## src/rtl/pcpu_pkg.sv

```systemverilog
// Shared pipeline types for the MEM stage: FSM states, load selector constant,
// the trace record and the helper that stamps bus transactions into it.
package pcpu;

  typedef enum logic [1:0] {
    IDLE = 2'd0,
    REQ  = 2'd1,
    DONE = 2'd2
  } MemState_t;

  localparam logic [1:0] MEMTOREG_LOAD = 2'b01;

  typedef struct packed {
    logic [31:0] pc;
    logic [31:0] instr;
    logic        mem_valid;
    logic        mem_we;
    logic [31:0] mem_addr;
  } Debug_t;

  // Tag a trace record with the bus transaction that this instruction starts.
  function automatic Debug_t log_data(input Debug_t d, input logic [31:0] addr,
                                      input logic we);
    Debug_t r;
    r           = d;
    r.mem_valid = 1'b1;
    r.mem_we    = we;
    r.mem_addr  = addr;
    return r;
  endfunction

endpackage

```

## src/rtl/mem_timeout_cnt.sv

```systemverilog
// Bus-wait watchdog: counts cycles while enabled, flags the last allowed cycle.
module mem_timeout_cnt #(
  parameter int TIMEOUT_CYC = 16
) (
  input  logic clk_MemAcc,
  input  logic rst_MemAcc,
  input  logic clear,
  input  logic enable,
  output logic expired
);

  localparam int CW = (TIMEOUT_CYC > 1) ? $clog2(TIMEOUT_CYC) : 1;

  logic [CW-1:0] count;

  // NOTE: sequential state uses non-blocking assignments so every register
  // samples the pre-edge values; blocking here would create ordering races.
  always_ff @(posedge clk_MemAcc) begin
    if (rst_MemAcc || clear) count <= '0;
    else if (enable)         count <= count + 1'b1;
  end

  assign expired = (count == CW'(TIMEOUT_CYC - 1));

endmodule

```

## src/rtl/mem_access.sv

```systemverilog
// MEM pipeline stage: runs one bus transaction per memory instruction, stalls
// upstream while waiting, and resolves branches for instructions that do not stall.
module mem_access
  import pcpu::*;
#(
  parameter int TIMEOUT_CYC = 16,
  parameter int ADDR_W      = 32   // must not exceed 32 (taken from the ALU result)
) (
  input  logic              clk_MemAcc,
  input  logic              rst_MemAcc,
  input  Debug_t            debug_in_MemAcc,
  output Debug_t            debug_out_MemAcc,
  input  logic              valid_in_MemAcc,
  input  logic [31:0]       PC_in_MemAcc,
  input  logic [31:0]       ALU_in_MemAcc,
  input  logic [31:0]       Rs2_in_MemAcc,
  input  logic              zero_in_MemAcc,
  input  logic              Branch_in_MemAcc,
  input  logic              BranchN_in_MemAcc,
  input  logic              Jump_in_MemAcc,
  input  logic              MemRW_in_MemAcc,
  input  logic [1:0]        MemtoReg_in_MemAcc,
  output logic              mem_req_MemAcc,
  output logic              mem_we_MemAcc,
  output logic [ADDR_W-1:0] mem_addr_MemAcc,
  output logic [31:0]       mem_wdata_MemAcc,
  input  logic [31:0]       mem_rdata_MemAcc,
  input  logic              mem_ack_MemAcc,
  output logic              stall_out_MemAcc,
  output logic              PCSrc_out_MemAcc,
  output logic [31:0]       PC_target_out_MemAcc,
  output logic [31:0]       load_data_out_MemAcc,
  output logic              valid_out_MemAcc,
  output logic              fault_out_MemAcc
);

  MemState_t         state_q, state_d;
  logic [ADDR_W-1:0] addr_q;
  logic [31:0]       wdata_q;
  logic              we_q;
  logic              is_load_q;
  logic [31:0]       load_q;
  logic              fault_q;
  Debug_t            debug_q;

  logic mem_op, misaligned, start, stall_int, expired;

  assign mem_op     = valid_in_MemAcc &
                      (MemRW_in_MemAcc | (MemtoReg_in_MemAcc == MEMTOREG_LOAD));
  assign misaligned = |ALU_in_MemAcc[1:0];
  assign start      = (state_q == IDLE) & mem_op & ~misaligned;
  assign stall_int  = start | (state_q == REQ);

  mem_timeout_cnt #(.TIMEOUT_CYC(TIMEOUT_CYC)) u_timeout (
    .clk_MemAcc (clk_MemAcc),
    .rst_MemAcc (rst_MemAcc),
    .clear      (state_q != REQ),
    .enable     (state_q == REQ),
    .expired    (expired)
  );

  // NOTE: next_state gets a default before the case so no path leaves it
  // unassigned, which would otherwise infer a latch.
  always_comb begin
    state_d = state_q;
    case (state_q)
      IDLE:    if (start) state_d = REQ;
      REQ:     if (mem_ack_MemAcc || expired) state_d = DONE;
      DONE:    state_d = IDLE;
      default: state_d = IDLE;
    endcase
  end

  always_ff @(posedge clk_MemAcc) begin
    if (rst_MemAcc) begin
      state_q   <= IDLE;
      addr_q    <= '0;
      wdata_q   <= '0;
      we_q      <= 1'b0;
      is_load_q <= 1'b0;
      load_q    <= '0;
      fault_q   <= 1'b0;
      debug_q   <= '0;
    end else begin
      state_q <= state_d;
      debug_q <= start ? log_data(debug_in_MemAcc, ALU_in_MemAcc, MemRW_in_MemAcc)
                       : debug_in_MemAcc;
      if (start) begin
        addr_q    <= ALU_in_MemAcc[ADDR_W-1:0];
        wdata_q   <= Rs2_in_MemAcc;
        we_q      <= MemRW_in_MemAcc;
        is_load_q <= (MemtoReg_in_MemAcc == MEMTOREG_LOAD) & ~MemRW_in_MemAcc;
        fault_q   <= 1'b0;
      end
      // An ack on the watchdog's last cycle still completes the transaction.
      if (state_q == REQ) begin
        if (mem_ack_MemAcc) begin
          if (is_load_q) load_q <= mem_rdata_MemAcc;
        end else if (expired) begin
          fault_q <= 1'b1;
        end
      end
    end
  end

  assign mem_req_MemAcc       = (state_q == REQ);
  assign mem_we_MemAcc        = (state_q == REQ) & we_q;
  assign mem_addr_MemAcc      = addr_q;
  assign mem_wdata_MemAcc     = wdata_q;
  assign load_data_out_MemAcc = load_q;
  assign debug_out_MemAcc     = debug_q;
  assign PC_target_out_MemAcc = PC_in_MemAcc;

  // Combinational handshakes are forced quiet during a reset cycle.
  assign stall_out_MemAcc = ~rst_MemAcc & stall_int;
  assign valid_out_MemAcc = ~rst_MemAcc &
                            ((state_q == DONE) |
                             ((state_q == IDLE) & valid_in_MemAcc & ~start));
  assign fault_out_MemAcc = ~rst_MemAcc &
                            ((state_q == DONE) ? fault_q
                                               : ((state_q == IDLE) & mem_op & misaligned));
  assign PCSrc_out_MemAcc = ~rst_MemAcc & valid_in_MemAcc & ~stall_int &
                            ((Branch_in_MemAcc & zero_in_MemAcc) |
                             (BranchN_in_MemAcc & ~zero_in_MemAcc) |
                             Jump_in_MemAcc);

endmodule

```

## config.mk

```make
export PLATFORM = sky130hd
export DESIGN_NAME = mem_access
export DESIGN_NICKNAME = d
export VERILOG_FILES = /design/src/rtl/pcpu_pkg.sv /design/src/rtl/mem_timeout_cnt.sv /design/src/rtl/mem_access.sv
export SDC_FILE = /design/constraint.sdc
export NUM_CORES = 1
export LEC_CHECK = 0
export CAP_MARGIN = 30
export CELL_PAD_IN_SITES_DETAIL_PLACEMENT = 1
export CELL_PAD_IN_SITES_GLOBAL_PLACEMENT = 1
export CORE_AREA = 5 5 180 182
export CTS_CLUSTER_DIAMETER = 80
export DETAILED_ROUTE_END_ITERATION = 16
export DIE_AREA = 0 0 185 187
export GPL_TIMING_DRIVEN = 0
export PLACE_DENSITY = 0.83
export SYNTH_ARGS = -nofsm -noshare
export SYNTH_HDL_FRONTEND = slang
export SYNTH_SLANG_ARGS = --single-unit
```

## constraint.sdc

```tcl
create_clock -name clk_MemAcc -period 3.9 [get_ports clk_MemAcc]
set_clock_uncertainty 0.05 [all_clocks]
set_input_delay 0.975 -clock clk_MemAcc [delete_from_list [all_inputs] [get_ports clk_MemAcc]]
set_output_delay 0.975 -clock clk_MemAcc [all_outputs]
set_load 0.05 [all_outputs]
```

**After elaboration in Yosys (flattened, before gate mapping)**

Cells that the tools add are included.

- $add $sub $neg: 1
- Equality and inequality tests: 7
- Muxes and demuxes: 9
- Bitwise logic cells: 27
- Reduce and logical (&&, ||, !) cells: 6

Operators with widths:

| operator | number |
|---|---|
| $mux 34 | 1 |
| $and 1x1->1 | 16 |
| $not 1->1 | 6 |
| $mux 1 | 5 |
| $or 1x1->1 | 5 |
| $add 4x1->4 const B | 1 |
| $eq 2x1->1 const B | 2 |
| $eq 4x4->1 const B | 1 |
| $mux 2 | 2 |
| $ne 2x1->1 const B | 2 |
| $pmux 2 s2 | 1 |
| $reduce_and 3->1 | 1 |
| $eq 2x2->1 const B | 1 |
| $logic_not 2->1 | 1 |
| $logic_or 1x1->1 | 2 |
| $ne 2x2->1 const B | 1 |
| $reduce_and 2->1 | 1 |
| $reduce_or 2->1 | 1 |

- Register bits: 203
- Bits of input ports: 237

**Logic depth before layout (Yosys ltp)**

Gate-level depths: netlist of run 1.

- Depth in word-level cells: 9
- Mapped depth: 7
- Gate-level depth less buffers: 4

**Cells and area by module**

Synthesis of run 1 repeated with hierarchy kept, for this count alone.

- Cells, all modules: 787
- Area total of the unflattened synthesis: 7603.5 sq um

By module, submodules not included:

| module | times used | cells each | area an instance (sq um) | seq. area each (sq um) |
|---|---|---|---|---|
| mem_access | 1 | 769 | 7409.6 | 3983.8 |
| mem_timeout_cnt | 1 | 18 | 193.9 | 80.1 |

**Least setup slack after synthesis of run 1**

OpenSTA, ideal clock, no wires.

- Path type: in2out
- Start: input MemtoReg_in_MemAcc[0]
- End: output valid_out_MemAcc
- Arrival time: 2974 ps
- Setup slack: -99 ps
- Stages: 7
- Buffers on the path: 4
- Cells stage by stage: nor2b_1 -> clkbuf_1 -> o211a_1 -> buf_4 -> buf_6 -> buf_4 -> o21ai_0

- Word-level cells in the longest chain between the ends: 9

RTL lines:

| element | RTL line | text |
|---|---|---|
| start, declared | mem_access.sv:22 | `input logic [1:0] MemtoReg_in_MemAcc,` |
| $eq 2x1->1 | mem_access.sv:49 | `(MemRW_in_MemAcc \| (MemtoReg_in_MemAcc == MEMTOREG_LOAD));` |
| $or 1x1->1 | mem_access.sv:49 |  |
| $and 1x1->1 | mem_access.sv:48 | `assign mem_op = valid_in_MemAcc &` |
| $and 1x1->1 (2 in a row) | mem_access.sv:51 | `assign start = (state_q == IDLE) & mem_op & ~misaligned;` |
| $not 1->1 | mem_access.sv:118 | `((state_q == IDLE) & valid_in_MemAcc & ~start));` |
| $and 1x1->1 | mem_access.sv:118 |  |
| $or 1x1->1 | mem_access.sv:117 | `((state_q == DONE) \|` |
| $and 1x1->1 | mem_access.sv:116 | `assign valid_out_MemAcc = ~rst_MemAcc &` |
| end, declared | mem_access.sv:33 | `output logic valid_out_MemAcc,` |

Every way passes these cells.

**Worst setup path in the final report of run 1**

- Start: input MemtoReg_in_MemAcc[0]
- End: output PCSrc_out_MemAcc

- Word-level cells in the longest chain between the ends: 9

RTL lines:

| element | RTL line | text |
|---|---|---|
| $eq 2x1->1 | mem_access.sv:49 |  |
| $or 1x1->1 | mem_access.sv:49 |  |
| $and 1x1->1 | mem_access.sv:48 |  |
| $and 1x1->1 (2 in a row) | mem_access.sv:51 |  |
| $or 1x1->1 | mem_access.sv:52 | `assign stall_int = start \| (state_q == REQ);` |
| $not 1->1 | mem_access.sv:122 | `assign PCSrc_out_MemAcc = ~rst_MemAcc & valid_in_MemAcc & ~stall_int &` |
| $and 1x1->1 (2 in a row) | mem_access.sv:122 |  |
| end, declared | mem_access.sv:30 | `output logic PCSrc_out_MemAcc,` |

Every way passes these cells.

==> results_dict.tcl, run 1 <==
set metrics [dict create \
    status "finished clean" \
    grt_util_all_layers_pct 18.6 \
    period_share_pct 99.0 \
    ys_top_cells_by_area "dfxtp_1, nand2_1, nor2b_1" \
    drive_above_1_share_pct 8.30 \
    synth_edf_count 0 \
    grt_pass1_wl_um 50100 \
    synth_area_leader_cell "dfxtp_1" \
    grt.busiest_layer "met2" \
    vdd.ir_drop.worst_mv 0.252 \
    finalSetupViolations 0 \
    place.detailed.hpwl_um 26500 \
    num_antenna_cells 0 \
    die_h_um 187 \
    vias 7335 \
    ys_seq_elements 203 \
    worst_r2r_path_depth 7 \
    fmaxAchievable_mhz 259 \
    fp.dieW_um 185 \
    cts-buffers-inserted 24 \
    root_buffer "clkbuf_16" \
    postRouteAntennaNets 0 \
    powerDensity_mw_per_mm2 428 \
    cts_tree "yes" \
    first_global_vias 8122 \
    post-synth-top-area-fraction_pct 56.2 \
    core_sq_mm 0.0304 \
    clock_sinks 203 \
    cts_buffer_depth 3 \
    critPathKind "input pin to primary output" \
    wl_per_cell_um 20.5 \
    drt_iter0_drc 168 \
    grt_use_met1_pct 21.0 \
    worstMarginPinSlew_ps 599 \
    drt_first_pass_iters 4 \
    nets 1485 \
    gr-usage-met3_pct 4.82 \
    final_max_slew_viol_count 0 \
    die_area_sq_mm 0.0346 \
    synth_cell_types 37 \
    hold_depth 2 \
    switchingPower_w 0.00153 \
    std_cell_rows 64 \
    clock_latency_ps 520 \
    clkTransAtPathRegs_ps 60 \
    rsz0062_at_grt "no" \
    finalHoldViolCount 0 \
    clkPwrFrac_pct 43.0 \
    grt_overflow 0 \
    synth-seq-area-share_pct 56.2 \
    yosys_warnings 0 \
    relSlewSlack_pct 60.0 \
    required_ps 2870 \
    htree_levels 1 \
    final_cells 1661 \
    grt_start_max_net_pins 20 \
    grt_antenna_before_repair 1 \
    syn_inst 783 \
    final_common_cell "clkdlybuf4s50_1" \
    drv_cap 0 \
    fin_crit_ps 3860 \
    synthFlopType "dfxtp_1" \
    pin_count 469 \
    gp_congestion 0.814 \
    drt-total-wl_um 34000 \
    mostFrequentLayoutCells "clkdlybuf4s50_1, dfxtp_1, nand2_1, nor2b_1, o21ai_0" \
    worstHoldPathType "flip-flop to flip-flop" \
    io_buffers 434 \
    holdWs_ps 407 \
    syn_area_sq_mm 0.00724 \
    seqPwrFrac_pct 39.2 \
    dp.cells 1613 \
    syn_nets 1021 \
    cp-start-kind "input pin" \
    use_met2_pct 33.7 \
    synth_async_sr_flop_share_pct 0 \
    area_growth_pct 79.3 \
    netSwitchingFraction_pct 27.5 \
    routed_via_density 4.42 \
    intPower_w 0.00403 \
    power_frac_comb_pct 17.8 \
    leakage_nw 4.81 \
    crit_path_end_kind "primary output" \
    post_synth.cell_area_avg_sq_um 9.24 \
    initial_core_util_pct 23.8 \
    drc_errors 0 \
    crit_fanout 19 \
    arrival_ps 2840 \
]
[cell usage after synthesis, types with 2 or more instances]
master,count
clkbuf_2,5
nand2_1,192
nand3_1,2
nor2_1,9
buf_2,2
mux2i_1,32
clkbuf_1,50
o21ai_0,64
o221ai_1,2
nor2b_1,95
o21a_1,2
o2111ai_1,30
and3_1,6
buf_4,35
a21oi_1,33
dfxtp_1,203
[critical path, cell delays in order]
cell and delay, ps:
clkdlybuf4s50_1 400, nor2b_1 130, clkbuf_1 170, o211a_1 240, buf_4 180, buf_12 170
nor3_2 340, buf_6 220
[kinds of logic after synthesis]
kind of cell | Yosys count | synth area share, %
simple gates | 311 | 20.2
flops | 203 | 56.2
compound gates | 136 | 11.4
buf+inv | 97 | 7.30
mux | 33 | 4.58
xor+xnor | 2 | 0.242
fa+ha+maj | 1 | 0.173
[final timing paths]
kind	start	slack [ps]	to
worst min-delay path	load_data_out_MemAcc[7]$_SDFFE_PP0P_	410	load_data_out_MemAcc[7]$_SDFFE_PP0P_
worst min register to register	load_data_out_MemAcc[7]$_SDFFE_PP0P_	410	load_data_out_MemAcc[7]$_SDFFE_PP0P_
worst max-delay path	MemtoReg_in_MemAcc[0]	40	PCSrc_out_MemAcc
worst max register to register	state_q[1]$_SDFFE_PP0P_	1890	debug_out_MemAcc[26]$_SDFF_PP0_
[final cells by class]
cell class | instances | area (sq um)
Clock buffer | 31 | 697
Inverter | 2 | 7.51
Timing Repair Buffer | 439 | 4380
Fill cell | 3489 | 17500
Multi-Input combinational cell | 483 | 2650
Sequential cell | 203 | 4060
Tap cell | 396 | 495
Buffer | 94 | 526
Clock inverter | 13 | 160
[stage by stage]
| step | power [W] | utilization (%) | worst slack [ps] | area [sq um] | TNS, ps |
|---|---|---|---|---|---|
| 2_1_floorplan | 0.00273 | - | 205 | 7240 | 0 |
| 3_3_place_gp | 0.00319 | 39.7 | -865 | 12100 | -3190 |
| 3_5_place_dp | 0.00321 | 39.7 | -851 | 12100 | -3110 |
| 4_1_cts | 0.00563 | 42.6 | 13.4 | 13000 | 0 |
| 5_1_grt | 0.00576 | 42.7 | 1.63 | 13000 | 0 |
| 6_report | 0.00556 | 42.7 | 38.0 | 13000 | 0 |
[power by group through the flow]
stage | Sequential (W) | Clock [W] | Combinational, W
after floorplan | 0.00249 | 0 | 0.000245
after global placement | 0.00222 | 0 | 0.000972
after detailed placement | 0.00223 | 0 | 0.000985
after CTS | 0.00218 | 0.00245 | 0.000997
after global routing | 0.00219 | 0.00254 | 0.00103
final | 0.00218 | 0.00239 | 0.000989
[state kept, by name, indices dropped and copies added, names as in the netlist]
name and cells:
debug_out_MemAcc 98, we_q 1, mem_wdata_MemAcc 32, is_load_q 1, u_timeout.count 4, load_data_out_MemAcc 32, fault_q 1, state_q 2
mem_addr_MemAcc 32
[timing repair]
action                                  4_1_cts  5_1_grt
pin swaps                                     0        0
gates resized for setup                      25        4
hold buffers                                  0        0
setup buffers                                 4        1
endpoints found under the setup margin        4        3
[per-layer routing]
metal | part of all wire, % | routed length (um)
met5 | 0.038 | 13
met4 | 3.3 | 1130
met3 | 7.1 | 2420
met2 | 51 | 17400
met1 | 38 | 13000
(Power assumes the default switching activity.)
==> inputs of run 2 (changes only) <==
--- a/config.mk
+++ b/config.mk
@@ -8,12 +8,12 @@
 export CAP_MARGIN = 30
 export CELL_PAD_IN_SITES_DETAIL_PLACEMENT = 1
 export CELL_PAD_IN_SITES_GLOBAL_PLACEMENT = 1
-export CORE_AREA = 5 5 180 182
+export CORE_AREA = 2 2 182 184
 export CTS_CLUSTER_DIAMETER = 80
 export DETAILED_ROUTE_END_ITERATION = 16
-export DIE_AREA = 0 0 185 187
+export DIE_AREA = 0 0 184 186
 export GPL_TIMING_DRIVEN = 0
-export PLACE_DENSITY = 0.83
+export PLACE_DENSITY = 0.8
 export SYNTH_ARGS = -nofsm -noshare
 export SYNTH_HDL_FRONTEND = slang
 export SYNTH_SLANG_ARGS = --single-unit
==> constraint.sdc (replaced) <==
create_clock -name clk_MemAcc -period 3.9 [get_ports clk_MemAcc]
set_clock_uncertainty 0.05 [all_clocks]
set_input_delay 0.975 -clock clk_MemAcc [delete_from_list [all_inputs] [get_ports clk_MemAcc]]
set_output_delay 0.975 -clock clk_MemAcc [all_outputs]
set_load 0.1 [all_outputs]
==> run 2 against run 1 <==
Net effect:
- flip-flop and latch count unchanged
- design area up 3.2%
- largest cell class unchanged
- hold slack about the same
- critical path depth unchanged
- combinational power up 39%
- total power up 6.8%
- critical path type unchanged
- largest power group unchanged
==> results_dict.tcl, run 2 (synthesis gave the netlist of run 1 again) <==
set metrics [dict create \
    status "finished clean" \
    cp-start-kind "input pin" \
    power_w 0.00594 \
    final_cells 1694 \
    drive_above_1_share_pct 9.74 \
    clock_latency_ps 520 \
    die_area_sq_mm 0.0342 \
    setup_tns_ps 0 \
    first_global_vias 7971 \
    dpl-instance-area_sq_mm 0.0125 \
    grt_overflow 0 \
    n_fill_cell 3603 \
    drt_first_pass_iters 4 \
    io_buffers 434 \
    timing.rr.end "mem_wdata_MemAcc[25]$_SDFFE_PP0P_" \
    rsz0062_at_grt "no" \
    grt_util_all_layers_pct 17.2 \
    period_share_pct 97.1 \
    hold_depth 2 \
    finalHoldViolCount 0 \
    cts-buffers-inserted 25 \
    die_h_um 186 \
    finalSetupViolations 0 \
    place.detailed.hpwl_um 24200 \
    multiInputGateArea_sq_mm 0.00268 \
    fp.dieW_um 184 \
    worstMarginPinSlew_ps 1040 \
    vdd.ir_drop.worst_mv 0.250 \
    area_growth_pct 85.1 \
    drt_iter0_drc 237 \
    clock_sinks 203 \
    grt_start_max_net_pins 20 \
    critPathKind "input pin to primary output" \
    relSlewSlack_pct 30.3 \
    worst_r2r_path_depth 9 \
    largest_register_ffs 98 \
    layout.core_utilization_pct 41.6 \
    regToRegSetupSlack_ps 1860 \
    routed_via_density 4.35 \
    final_area_sq_mm 0.0134 \
    drt-total-wl_um 31100 \
    core_sq_mm 0.0322 \
    std_cell_rows 66 \
    nets 1504 \
    clkTransAtPathRegs_ps 60 \
    drv_cap 0 \
    wl_per_cell_um 18.4 \
    fmaxAchievable_mhz 264 \
    fin_crit_ps 3790 \
    drc_errors 0 \
    cts_tree "yes" \
    crit_path_end_kind "primary output" \
    gp_congestion 0.776 \
    htree_levels 1 \
    worstHoldEndpoint "we_q$_SDFFE_PP0P_" \
    arrival_ps 2760 \
    worstReg2RegStart "state_q[1]$_SDFFE_PP0P_" \
    vias 7366 \
    regArea_sq_mm 0.00406 \
    grt_pass1_wl_um 45400 \
    initial_core_util_pct 22.5 \
    final_common_cell "clkdlybuf4s50_1" \
    postRouteAntennaNets 0 \
    dp.cells 1638 \
    final_max_slew_viol_count 0 \
    root_buffer "clkbuf_16" \
    mostFrequentLayoutCells "clkdlybuf4s50_1, dfxtp_1, nand2_1, nor2b_1, o21ai_0" \
    required_ps 2870 \
    leakage_nw 4.98 \
    worstHoldPathType "flip-flop to flip-flop" \
    hp-start "we_q$_SDFFE_PP0P_" \
    ctsHoldBuffers 0 \
    pin_count 469 \
    crit_fanout 10 \
    powerDensity_mw_per_mm2 443 \
    cts_buffer_depth 3 \
    grt_antenna_before_repair 3 \
]
[run 2: critical path, cell delays in order]
cell and delay (ps):
clkdlybuf4s50_1 520, nor3b_4 310, buf_4 180, o211a_1 140, buf_4 180, buf_12 150, o21ai_2 60, buf_4 230
[run 2: through the flow]
| stage | hold WS, ps | worst slack (ps) |
|---|---|---|
| after detailed placement | 385 | -1010 |
| after global routing | 428 | 8.84 |
| after floorplan | 368 | 163 |
| after global placement | 379 | -1120 |
| after CTS | 400 | 37.7 |
| final | 407 | 113 |
[run 2: what timing repair did]
action,CTS,global route
endpoints found under the setup margin,4,3
cloned,0,0
gates resized for setup,21,1
setup buffers,4,7
[run 2: worst max path at each step]
stage | from | end
6_report | valid_in_MemAcc | valid_out_MemAcc
5_1_grt | rst_MemAcc | fault_out_MemAcc
4_1_cts | valid_in_MemAcc | valid_out_MemAcc
3_5_place_dp | MemtoReg_in_MemAcc[0] | PCSrc_out_MemAcc
3_3_place_gp | ALU_in_MemAcc[0] | stall_out_MemAcc
2_1_floorplan | MemtoReg_in_MemAcc[0] | valid_out_MemAcc
[run 2: per-layer routing]
metal | track usage (%) | share of wire, % | vias up | routed length [um]
met1 | 17.4 | 36 | 3478 | 11200
li1 | - | - | 3523 | -
met2 | 32.7 | 52 | 312 | 16100
met4 | 5.25 | 2.5 | 2 | 780
met3 | 6.12 | 9.7 | 51 | 3010
met5 | 0.148 | 0.042 | - | 13
[run 2: layout make-up]
type	instances	area share, %
Tap cell	408	3.81
Timing Repair Buffer	457	35.5
Clock inverter	10	0.831
Sequential cell	203	30.3
Multi-Input combinational cell	483	20.0
Inverter	2	0.0560
Clock buffer	35	5.55
Buffer	94	3.92
Antenna cell	2	0.0374
[run 2: power breakdown]
part           switching [W]  internal [W]  leakage [nW]
sequential         0.0000272       0.00215          1.67
combinational       0.000927      0.000445          2.89
clock               0.000930       0.00146         0.422
